==> src/rtl/nibble_pack_if.sv <==
// Nibble packer handshake bundle: nibble input stream and packed word output stream.
interface nibble_pack_if;
    logic        in_valid;
    logic [3:0]  in_nib;
    logic        flush;
    logic        in_ready;
    logic        out_valid;
    logic [15:0] out_word;
    logic [2:0]  out_count;
    logic        out_ready;

    modport master (
        output in_valid, in_nib, flush, out_ready,
        input  in_ready, out_valid, out_word, out_count
    );

    modport slave (
        input  in_valid, in_nib, flush, out_ready,
        output in_ready, out_valid, out_word, out_count
    );
endinterface

==> src/rtl/nibble_pack.sv <==
// Packs 4-bit nibbles LSB-first into 16-bit words, zero-padding flushed
// partial words, and buffers finished words in a small output FIFO.
module nibble_pack #(
    parameter int DEPTH = 2
) (
    input  logic         clk,
    input  logic         rst,
    nibble_pack_if.slave bus
);
    localparam int AW = (DEPTH > 2) ? 2 : 1;

    logic [15:0]   asm_q;
    logic [1:0]    idx;
    logic [AW-1:0] rd_ptr;
    logic [AW-1:0] wr_ptr;
    logic [2:0]    occ;
    logic [15:0]   mem_word [DEPTH];
    logic [2:0]    mem_cnt  [DEPTH];

    logic          accept;
    logic          closing;
    logic          push;
    logic          pop;
    logic [15:0]   merged;
    logic [2:0]    close_cnt;

    // Ready depends only on registered occupancy, never on out_ready.
    assign bus.in_ready = occ < 3'(DEPTH);
    assign accept       = bus.in_valid && bus.in_ready;
    assign merged       = asm_q | ({12'h000, bus.in_nib} << {idx, 2'b00});
    assign closing      = bus.flush || (idx == 2'd3);
    assign push         = accept && closing;
    assign pop          = bus.out_valid && bus.out_ready;
    assign close_cnt    = {1'b0, idx} + 3'd1;

    assign bus.out_valid = occ != 3'd0;
    assign bus.out_word  = bus.out_valid ? mem_word[rd_ptr] : 16'h0000;
    assign bus.out_count = bus.out_valid ? mem_cnt[rd_ptr] : 3'd0;

    always_ff @(posedge clk or posedge rst) begin
        if (rst) begin
            asm_q <= 16'h0000;
            idx   <= 2'd0;
        end else if (accept) begin
            if (closing) begin
                asm_q <= 16'h0000;
                idx   <= 2'd0;
            end else begin
                asm_q <= merged;
                idx   <= idx + 2'd1;
            end
        end
    end

    always_ff @(posedge clk) begin
        if (push) begin
            mem_word[wr_ptr] <= merged;
            mem_cnt[wr_ptr]  <= close_cnt;
        end
    end

    always_ff @(posedge clk or posedge rst) begin
        if (rst) begin
            rd_ptr <= '0;
            wr_ptr <= '0;
            occ    <= 3'd0;
        end else begin
            if (push) begin
                wr_ptr <= wr_ptr + 1'b1;
            end
            if (pop) begin
                rd_ptr <= rd_ptr + 1'b1;
            end
            case ({push, pop})
                2'b10:   occ <= occ + 3'd1;
                2'b01:   occ <= occ - 3'd1;
                default: occ <= occ;
            endcase
        end
    end
endmodule
==> src/flat_wrapper.sv <==
// flat-port wrapper written by rule: the top's interface ports become plain ports
module nibble_pack_flat 
#(
    parameter int DEPTH = 2
)
  (clk, rst, bus_in_valid, bus_in_nib, bus_flush, bus_out_ready, bus_in_ready, bus_out_valid, bus_out_word, bus_out_count);
  nibble_pack_if bus_i ();
  input  logic clk;
  input  logic rst;
  input wire logic [$bits(bus_i.in_valid)-1:0] bus_in_valid;
  input wire logic [$bits(bus_i.in_nib)-1:0] bus_in_nib;
  input wire logic [$bits(bus_i.flush)-1:0] bus_flush;
  input wire logic [$bits(bus_i.out_ready)-1:0] bus_out_ready;
  output wire logic [$bits(bus_i.in_ready)-1:0] bus_in_ready;
  output wire logic [$bits(bus_i.out_valid)-1:0] bus_out_valid;
  output wire logic [$bits(bus_i.out_word)-1:0] bus_out_word;
  output wire logic [$bits(bus_i.out_count)-1:0] bus_out_count;
  assign bus_i.in_valid = bus_in_valid;
  assign bus_i.in_nib = bus_in_nib;
  assign bus_i.flush = bus_flush;
  assign bus_i.out_ready = bus_out_ready;
  assign bus_in_ready = bus_i.in_ready;
  assign bus_out_valid = bus_i.out_valid;
  assign bus_out_word = bus_i.out_word;
  assign bus_out_count = bus_i.out_count;
  nibble_pack #(.DEPTH(DEPTH)) u_core (.clk(clk), .rst(rst), .bus(bus_i));
endmodule
==> config.mk <==
export PLATFORM = sky130hd
export DESIGN_NAME = nibble_pack_flat
export DESIGN_NICKNAME = d
export VERILOG_FILES = /design/src/rtl/nibble_pack_if.sv /design/src/rtl/nibble_pack.sv /design/src/flat_wrapper.sv
export SDC_FILE = /design/constraint.sdc
export NUM_CORES = 1
export LEC_CHECK = 0
export CAP_MARGIN = 20
export CORE_MARGIN = 5
export CORE_UTILIZATION = 49
export DETAILED_ROUTE_END_ITERATION = 12
export PLACE_DENSITY = 0.74
export SETUP_SLACK_MARGIN = 0.3
export SLEW_MARGIN = 30
export SYNTH_ARGS = -nofsm -noshare
export SYNTH_HDL_FRONTEND = slang
export SYNTH_SLANG_ARGS = --single-unit
==> constraint.sdc <==
create_clock -name clk -period 2.4 [get_ports clk]
set_clock_uncertainty 0.05 [all_clocks]
set_input_delay 0.24 -clock clk [delete_from_list [all_inputs] [get_ports clk]]
set_output_delay 0.24 -clock clk [all_outputs]
set_load 0.005 [all_outputs]
==> impl_summary.txt, run 1 <==
----------------------------------------------------
[Worst setup path]
  Capturing element type of the critical path ... output port
  Launch point of the worst reg-to-reg path ... u_core.occ[2]
  Startpoint-to-endpoint class of the critical path ... flip-flop to output port
  Biggest fanout along the worst timing path ... 10
  Critical path data arrival time ... approximately 1.8 ns
  Destination of the worst register-to-register timing path ... u_core.occ[2]
  Worst Setup Start Kind ... flip-flop
  Required time at the endpoint of the critical path ... between 2 and 2.5 ns
  Worst setup slack for register-to-register paths ... between 0.3 and 0.4 ns
  R2R depth ... 7

[Global route]
  Total congestion overflow after global routing ... 0
  Wire length of the first global-routing pass ... around 8000 um
  Pin count of the biggest net entering global routing ... 24
  Total routing resource utilization after global routing ... about 17%
  Via count of the first global-routing pass ... 1623
  Antenna violations before repair ... 0

[Timing]
  Crit path time final ... 2.06 ns
  Final cycle utilization of the critical path ... a little under nine tenths
  Worst hold slack ... 0.189 ns
  Number of hold violations in the final report ... 0
  Maximum frequency from static timing analysis ... a little under 0.5 GHz
  Worst max-slew margin expressed relative to the limit ... roughly 61%
  Post-route worst setup slack ... approximately 0.34 ns
  Endpoints failing setup ... 0
  Setup Total Neg Slack ... 0 ns
  Slew at the pin closest to its max-slew limit ... ~0.58 ns
  RSZ-0062 raised after global routing ... yes
  Pins over their slew limit ... 0

[Drt]
  Final Routed Wirelength ... 4730 um
  Post-route DRC violation count ... 0
  Detail-routed net length per standard cell ... approximately 15 um
  Length of the first detailed-routing pass in iterations ... 4
  ANT nets after route ... 0
  Vias post-DR ... around 1.6k
  Post-detailed-route via-to-cell ratio ... between 5 and 6
  First DRT Iteration DRCs ... between 100 and 150

[Hold path]
  Worst hold path class ... input port to async pin

[Synthesis]
  Commonest register cell after synthesis ... edfxtp_1
  Count of cell types in the netlist ... 25
  Netlist area before placement ... between 0.002 and 0.003 sq mm
  Nets in the synthesized netlist ... roughly 200
  Share of Yosys cell area claimed by the top area cell type ... between 40% and 50%
  Warnings from Yosys ... 0
  Synth Instances ... between 150 and 200
  Number of flops mapped to enable cells by yosys ... 38
  Post-synthesis sequential area ratio ... between 60% and 70%
  Most repeated cell in the gate-level netlist after synthesis ... nor2_1
  Register bit total from synthesis ... between 60 and 70
  Cell taking the most area after synthesis ... edfxtp_1
  Ranking of synthesized cells by area ... edfxtp_1, dfrtp_1, mux2i_1, nor2_1, a21o_1
  Share of synthesized flip-flops with an asynchronous set or reset ... a little under two fifths
  Top cell types by occurrence after synthesis ... nor2_1, edfxtp_1, dfrtp_1
  Avg Cell Area, Syn ... 13.3 sq um

[Floorplan]
  Width of the die ... roughly 82 um
  IO Pins ... 30
  Die extent in y ... between 80 and 90 um
  Number of core rows ... 26
  Initial cell density of the core ... approximately half
  CORE AREA ... 0.00507 sq mm
  Overall die area ... roughly 0.0067 sq mm

[Clocking]
  Clock tree from TritonCTS ... built
  Number of buffers created by CTS ... 9
  Clock network latency to the later pin of the worst-skew pair ... 0.34 ns
  Number of hold buffers added after cts ... 0
  Clk sink count ... slightly above 60
  Clock transition at the registers of the reported paths ... ~0.070 ns
  Library cell used as clock root buffer ... clkbuf_8
  Maximum root-to-sink buffer count ... 2
  CTS HTree Levels ... 3

[Final layout]
  Area occupied by multi-input gates ... between 700 and 800 sq um
  Fraction of layout cells with a size suffix above 1 ... approximately 16%
  N_diodes ... 0
  Layout Area Growth over Synthesis ... 27.2%
  Number of nets in the final layout ... between 200 and 250
  Fill cell total of the finished layout ... approximately 410
  Final Instance Count excl. Fillers ... just over 300
  Area of all sequential standard cells ... about 0.0017 sq mm

[Flow run]
  Count of max-cap constraint violations ... 0

[Status]
  Run status ... completed

[Placement]
  Total instance count after detailed placement ... around 290
  Gp weighted congestion ... around 0.79
  Post-detail-place hpwl ... between 2000 and 3000 um
  Worst-case setup slack after placement ... roughly 0.28 ns
  Port Buf Inserts ... 29

[Pwr]
  Peak ir drop on the vdd network ... ~0.65 mV
  Sum of internal, switching and leakage power ... 3860 uW
  Cell Pwr Density ... around 1200 mW/mm^2
  Leakage power summed over all cells ... ~0.0014 uW

----------------------------------------------------
[kinds of logic (layout without fill, tap and decap cells)]
kind of cell,after synthesis,after routing,share of synthesized area [%]
simple gates,51,51,8.44
mux,21,21,8.30
xor+xnor,5,5,2.01
buf+inv,17,65,2.75
flops,61,61,67.4
compound gates,35,35,9.87
fa+ha+maj,2,2,1.28
[routing by layer]
layer  GRT usage [%]  vias up  share of wire (%)
met3            5.42        8                4.8
met4            7.97        0                2.0
met5               0        -                  0
li1                -      771                  -
met2            27.0       36                 48
met1            20.5      794                 45
[worst max-delay path: stages (launching register included)]
cell and delay (ns):
dfrtp_2 0.45, nor3_4 0.30, buf_6 0.19, nor2_1 0.05, clkdlybuf4s50_1 0.44
[layout by cell type, fill, tap and decap left out, types with 2 or more instances in the layout]
cell	n
buf_4	10
nor2_2	2
a31oi_1	16
clkbuf_1	2
xnor2_1	2
clkbuf_8	10
a21o_1	16
buf_12	3
dfrtp_1	20
and2_1	2
buf_6	3
mux2i_1	20
xor2_1	2
nand3_1	2
edfxtp_1	38
clkdlybuf4s50_1	29
o21ai_0	2
nor2_1	41
dfrtp_2	3
clkinv_1	4
inv_1	4
[per-stage QoR]
stage          util (%)  cell area, sq um
3_5_place_dp       58.4              2960
3_3_place_gp       58.4              2960
2_1_floorplan         -              2570
4_1_cts            62.0              3150
5_1_grt            63.9              3240
6_report           63.9              3240
[how the worst max path moves through the flow]
stage / start / to / slack (ns) / cells past startpoint
after global routing: u_core.occ[2] / bus_out_word[7] / 0.22 / 4
after detailed placement: bus_in_valid / u_core.occ[2] / 0.28 / 8
after CTS: u_core.occ[2] / bus_out_word[4] / 0.29 / 4
after global placement: bus_in_valid / u_core.occ[2] / 0.32 / 8
final: u_core.occ[2] / bus_out_count[2] / 0.34 / 4
after floorplan: u_core.idx[1] / u_core.occ[1] / 0.33 / 8
[area by class of cell]
cell class	count	share of cell area, %
multi-input combinational	114	24.7
tap	70	2.70
inverter	4	0.463
timing repair buffer	45	14.2
sequential	61	53.1
clock inverter	4	0.463
clock buffer	12	4.48
[where the power goes]
group          switching [uW]  internal [uW]  total, uW  leakage (uW)
sequential                162           1440       1600      0.000643
combinational             678            826       1500      0.000677
clock                     362            389        751     0.0000805
[registers in the layout, summed over array words and instances, names as in the netlist]
name             count
u_core.mem_cnt       6
u_core.mem_word     32
u_core.idx           2
u_core.rd_ptr        1
u_core.wr_ptr        1
u_core.asm_q        16
u_core.occ           3
[timing repair]
item / in CTS / in global routing
buffers inserted: 0 / 6
cloned: 1 / 1
gates resized for setup: 6 / 9
endpoints found under the hold margin: 0 / 0
pin swaps: 0 / 1
setup endpoints to repair: 20 / 22
(Power assumes the default switching activity.)
==> run 2: changes to the inputs <==
==> constraint.sdc (replaced) <==
create_clock -name clk -period 2.4 [get_ports clk]
set_clock_uncertainty 0.05 [all_clocks]
set_input_delay 0.24 -clock clk [delete_from_list [all_inputs] [get_ports clk]]
set_output_delay 0.24 -clock clk [all_outputs]
set_load 0.02 [all_outputs]
==> run 2 against run 1 <==
Sequential cell count stayed put. Sequential share of layout area is 1.6 points higher. Critical path depth stayed put. Via count is 2.2% lower. Register-to-register slack better by 0.04 ns. Final cell count is 2.3% lower. Sequential power hardly changed. Non-clock buffer count is 7 lower. Global-route usage hardly changed.
==> impl_summary.txt, run 2 (synthesis gave the netlist of run 1 again) <==
----------------------------------------------------
[Status]
  Run status ... completed

[Drt]
  Vias post-DR ... 1573 (-2.2%)
  Detail-routed net length per standard cell ... 15.3 um (+0.38%)
  Routed wl met2 ... 2250 um (-1.7%)
  ANT nets after route ... 0 (unchanged)
  Length of the first detailed-routing pass in iterations ... 4 (unchanged)
  Post-route DRC violation count ... 0 (unchanged)
  Post-detailed-route via-to-cell ratio ... 5.19 (about the same)
  Final Routed Wirelength ... 4640 um (-1.9%)
  Routed metal-1 wire length ... 2070 um (-2.4%)
  First DRT Iteration DRCs ... 102 (-0.97%)
  Max Used Layer ... met4
  Met3 wirelength from detailed routing ... 234 um (+3.1%)

[Final layout]
  Highest-count cells in the layout ignoring fill and taps ... nor2_1, edfxtp_1, mux2i_1, dfrtp_1
  Fill cell total of the finished layout ... 415 (+0.97%)
  Design Area, Final ... 0.00315 sq mm (-2.9%)
  Number of flip-flops under the largest register name ... 32 (unchanged)
  Fraction of layout cells with a size suffix above 1 ... 14.2% (-1.7 points)
  Commonest non-fill, non-tap cell in the layout ... nor2_1
  N_diodes ... 0 (unchanged)
  Registers with the most flip-flops ... u_core.mem_word (32), u_core.asm_q (16), u_core.mem_cnt (6)
  Largest register by flop count ... u_core.mem_word
  Number of nets in the final layout ... 239 (-2.8%)
  Layout Area Growth over Synthesis ... 23.5%

[Floorplan]
  Die extent in y ... 82.1 um (unchanged)
  Width of the die ... 82.1 um (unchanged)
  IO Pins ... 30 (unchanged)
  CORE AREA ... 0.00507 sq mm (unchanged)
  Number of core rows ... 26 (unchanged)
  Overall die area ... 0.00674 sq mm (unchanged)
  Initial cell density of the core ... 50.2% (unchanged)

[Timing]
  Slew at the pin closest to its max-slew limit ... 0.560 ns (-0.0163 ns)
  Endpoints failing setup ... 0 (unchanged)
  Maximum frequency from static timing analysis ... 0.466 GHz (-3.9%)
  Pins over their slew limit ... 0 (unchanged)
  Final cycle utilization of the critical path ... 89.4% (+3.5 points)
  Post-route worst setup slack ... 0.253 ns (-0.0838 ns)
  Worst max-slew margin expressed relative to the limit ... 62.5% (+1.1 points)
  RSZ-0062 raised after global routing ... yes
  Number of hold violations in the final report ... 0 (unchanged)
  Crit path time final ... 2.15 ns (+0.0838 ns)
  Setup Total Neg Slack ... 0 ns (unchanged)

[Pwr]
  Seq pwr share ... 42.0% (+0.4 points)
  Cell Pwr Density ... 1220 mW/mm^2 (+2.7%)
  Combinational cell fraction of total power ... 38.4% (-0.6 points)
  Clk network pwr share ... 19.6% (about the same)
  Internal Dissipation ... 2490 uW (-6.3%)
  Switch Pwr ... 1360 uW (+13%)
  Sum of internal, switching and leakage power ... 3850 uW (-0.30%)
  Net switching fraction of the power ... 35.3% (+4.2 points)
  Peak ir drop on the vdd network ... 0.698 mV (+7.3%)
  Leakage power summed over all cells ... 0.00146 uW (+4.1%)

[Placement]
  Gp weighted congestion ... 0.752 (-4.3%)
  Placed instance area ... 0.00295 sq mm (-0.42%)
  Post-detail-place hpwl ... 2960 um (-1.3%)
  Port Buf Inserts ... 29 (unchanged)
  Worst-case setup slack after placement ... 0.260 ns (-0.0170 ns)

[Global route]
  Total routing resource utilization after global routing ... 16.8% (+0.039 points)
  Total congestion overflow after global routing ... 0 (unchanged)
  Antenna violations before repair ... 0 (unchanged)
  Pin count of the biggest net entering global routing ... 24 (unchanged)
  Via count of the first global-routing pass ... 1608 (-0.92%)
  Wire length of the first global-routing pass ... 8050 um (about the same)

[Clocking]
  CTS HTree Levels ... 3 (unchanged)
  Clock network latency to the later pin of the worst-skew pair ... 0.33 ns (about the same)
  Library cell used as clock root buffer ... clkbuf_8
  Clock transition at the registers of the reported paths ... 0.06 ns (about the same)
  Maximum root-to-sink buffer count ... 2 (unchanged)
  Number of hold buffers added after cts ... 0 (unchanged)
  Number of buffers created by CTS ... 9 (unchanged)
  Clock tree from TritonCTS ... built
  Clk sink count ... 61 (unchanged)

[Worst setup path]
  Required time at the endpoint of the critical path ... 2.11 ns (about the same)
  Stage delay of the slowest cell on the critical path ... 0.53 ns (+0.08 ns)
  Biggest fanout along the worst timing path ... 10 (unchanged)
  CP Cell Sequence ... nor3_4 > buf_4 > inv_1 > clkdlybuf4s50_1
  Launch point of the worst reg-to-reg path ... u_core.idx[0]
  Critical path data arrival time ... 1.86 ns (+0.09 ns)
  Startpoint-to-endpoint class of the critical path ... flip-flop to output port
  Capturing element type of the critical path ... output port
  Worst path slowest cell ... clkdlybuf4s50_1
  Top Family by Delay on Critical Path ... buffers and inverters
  Worst Setup Start Kind ... flip-flop
  Worst setup path startpoint ... u_core.occ[2]
  Number of buffers and inverters on the critical path ... 3 (+1)

[Flow run]
  Count of max-cap constraint violations ... 0 (unchanged)

[Hold path]
  Worst hold path class ... input port to async pin

----------------------------------------------------
-- run 2: final timing paths --
| check | to | slack (ns) | depth (start not counted) |
|---|---|---|---|
| max | bus_out_valid | 0.25 | 4 |
| min in group clk | u_core.rd_ptr | 0.45 | 1 |
| max reg2reg | u_core.occ[1] | 0.41 | 6 |
| min | u_core.asm_q[9] | 0.19 | 3 |
| min reg2reg | u_core.rd_ptr | 0.45 | 1 |
| max in group asynchronous | u_core.occ[2] | 1.87 | 3 |
-- run 2: layer usage --
layer	GRT usage, %	vias up
li1	-	763
met4	6.98	0
met5	0	-
met1	21.1	760
met3	6.29	7
met2	26.3	43
-- run 2: cell type report --
| type | count | area, sq um | area share, % |
|---|---|---|---|
| Clock inverter | 2 | 10.0 | 0.318 |
| Sequential cell | 61 | 1720 | 54.7 |
| Inverter | 4 | 15.0 | 0.477 |
| Tap cell | 70 | 87.6 | 2.78 |
| Timing Repair Buffer | 38 | 373 | 11.8 |
| Clock buffer | 14 | 153 | 4.85 |
| Multi-Input combinational cell | 114 | 790 | 25.1 |
-- run 2: tightest hold or removal path: cells and delay by family --
family	cells	cell delay (ns)
buf+inv	3	0.72
-- run 2: power by group through the flow --
stage	logic, uW	clock network, uW	registers, uW
detailed placement	1540	0	1620
global placement	1500	0	1610
finish	1480	752	1620
CTS	1510	776	1610
global route	1650	824	1640
floorplan	1000	0	1580
-- run 2: metrics by stage --
step                      util [%]  hold WS, ns  instances
after floorplan                  -        0.192        192
after global placement        58.2        0.415        286
after detailed placement      58.2        0.416        286
after CTS                     61.6        0.189        303
after global routing          62.0        0.235        303
final                         62.0        0.187        303
-- run 2: repair_timing --
action | CTS | global route
setup buffers | 0 | 0
resized for setup | 16 | 10
gates cloned | 1 | 0
endpoints found under the hold margin | 0 | 0
setup endpoints to repair | 20 | 12
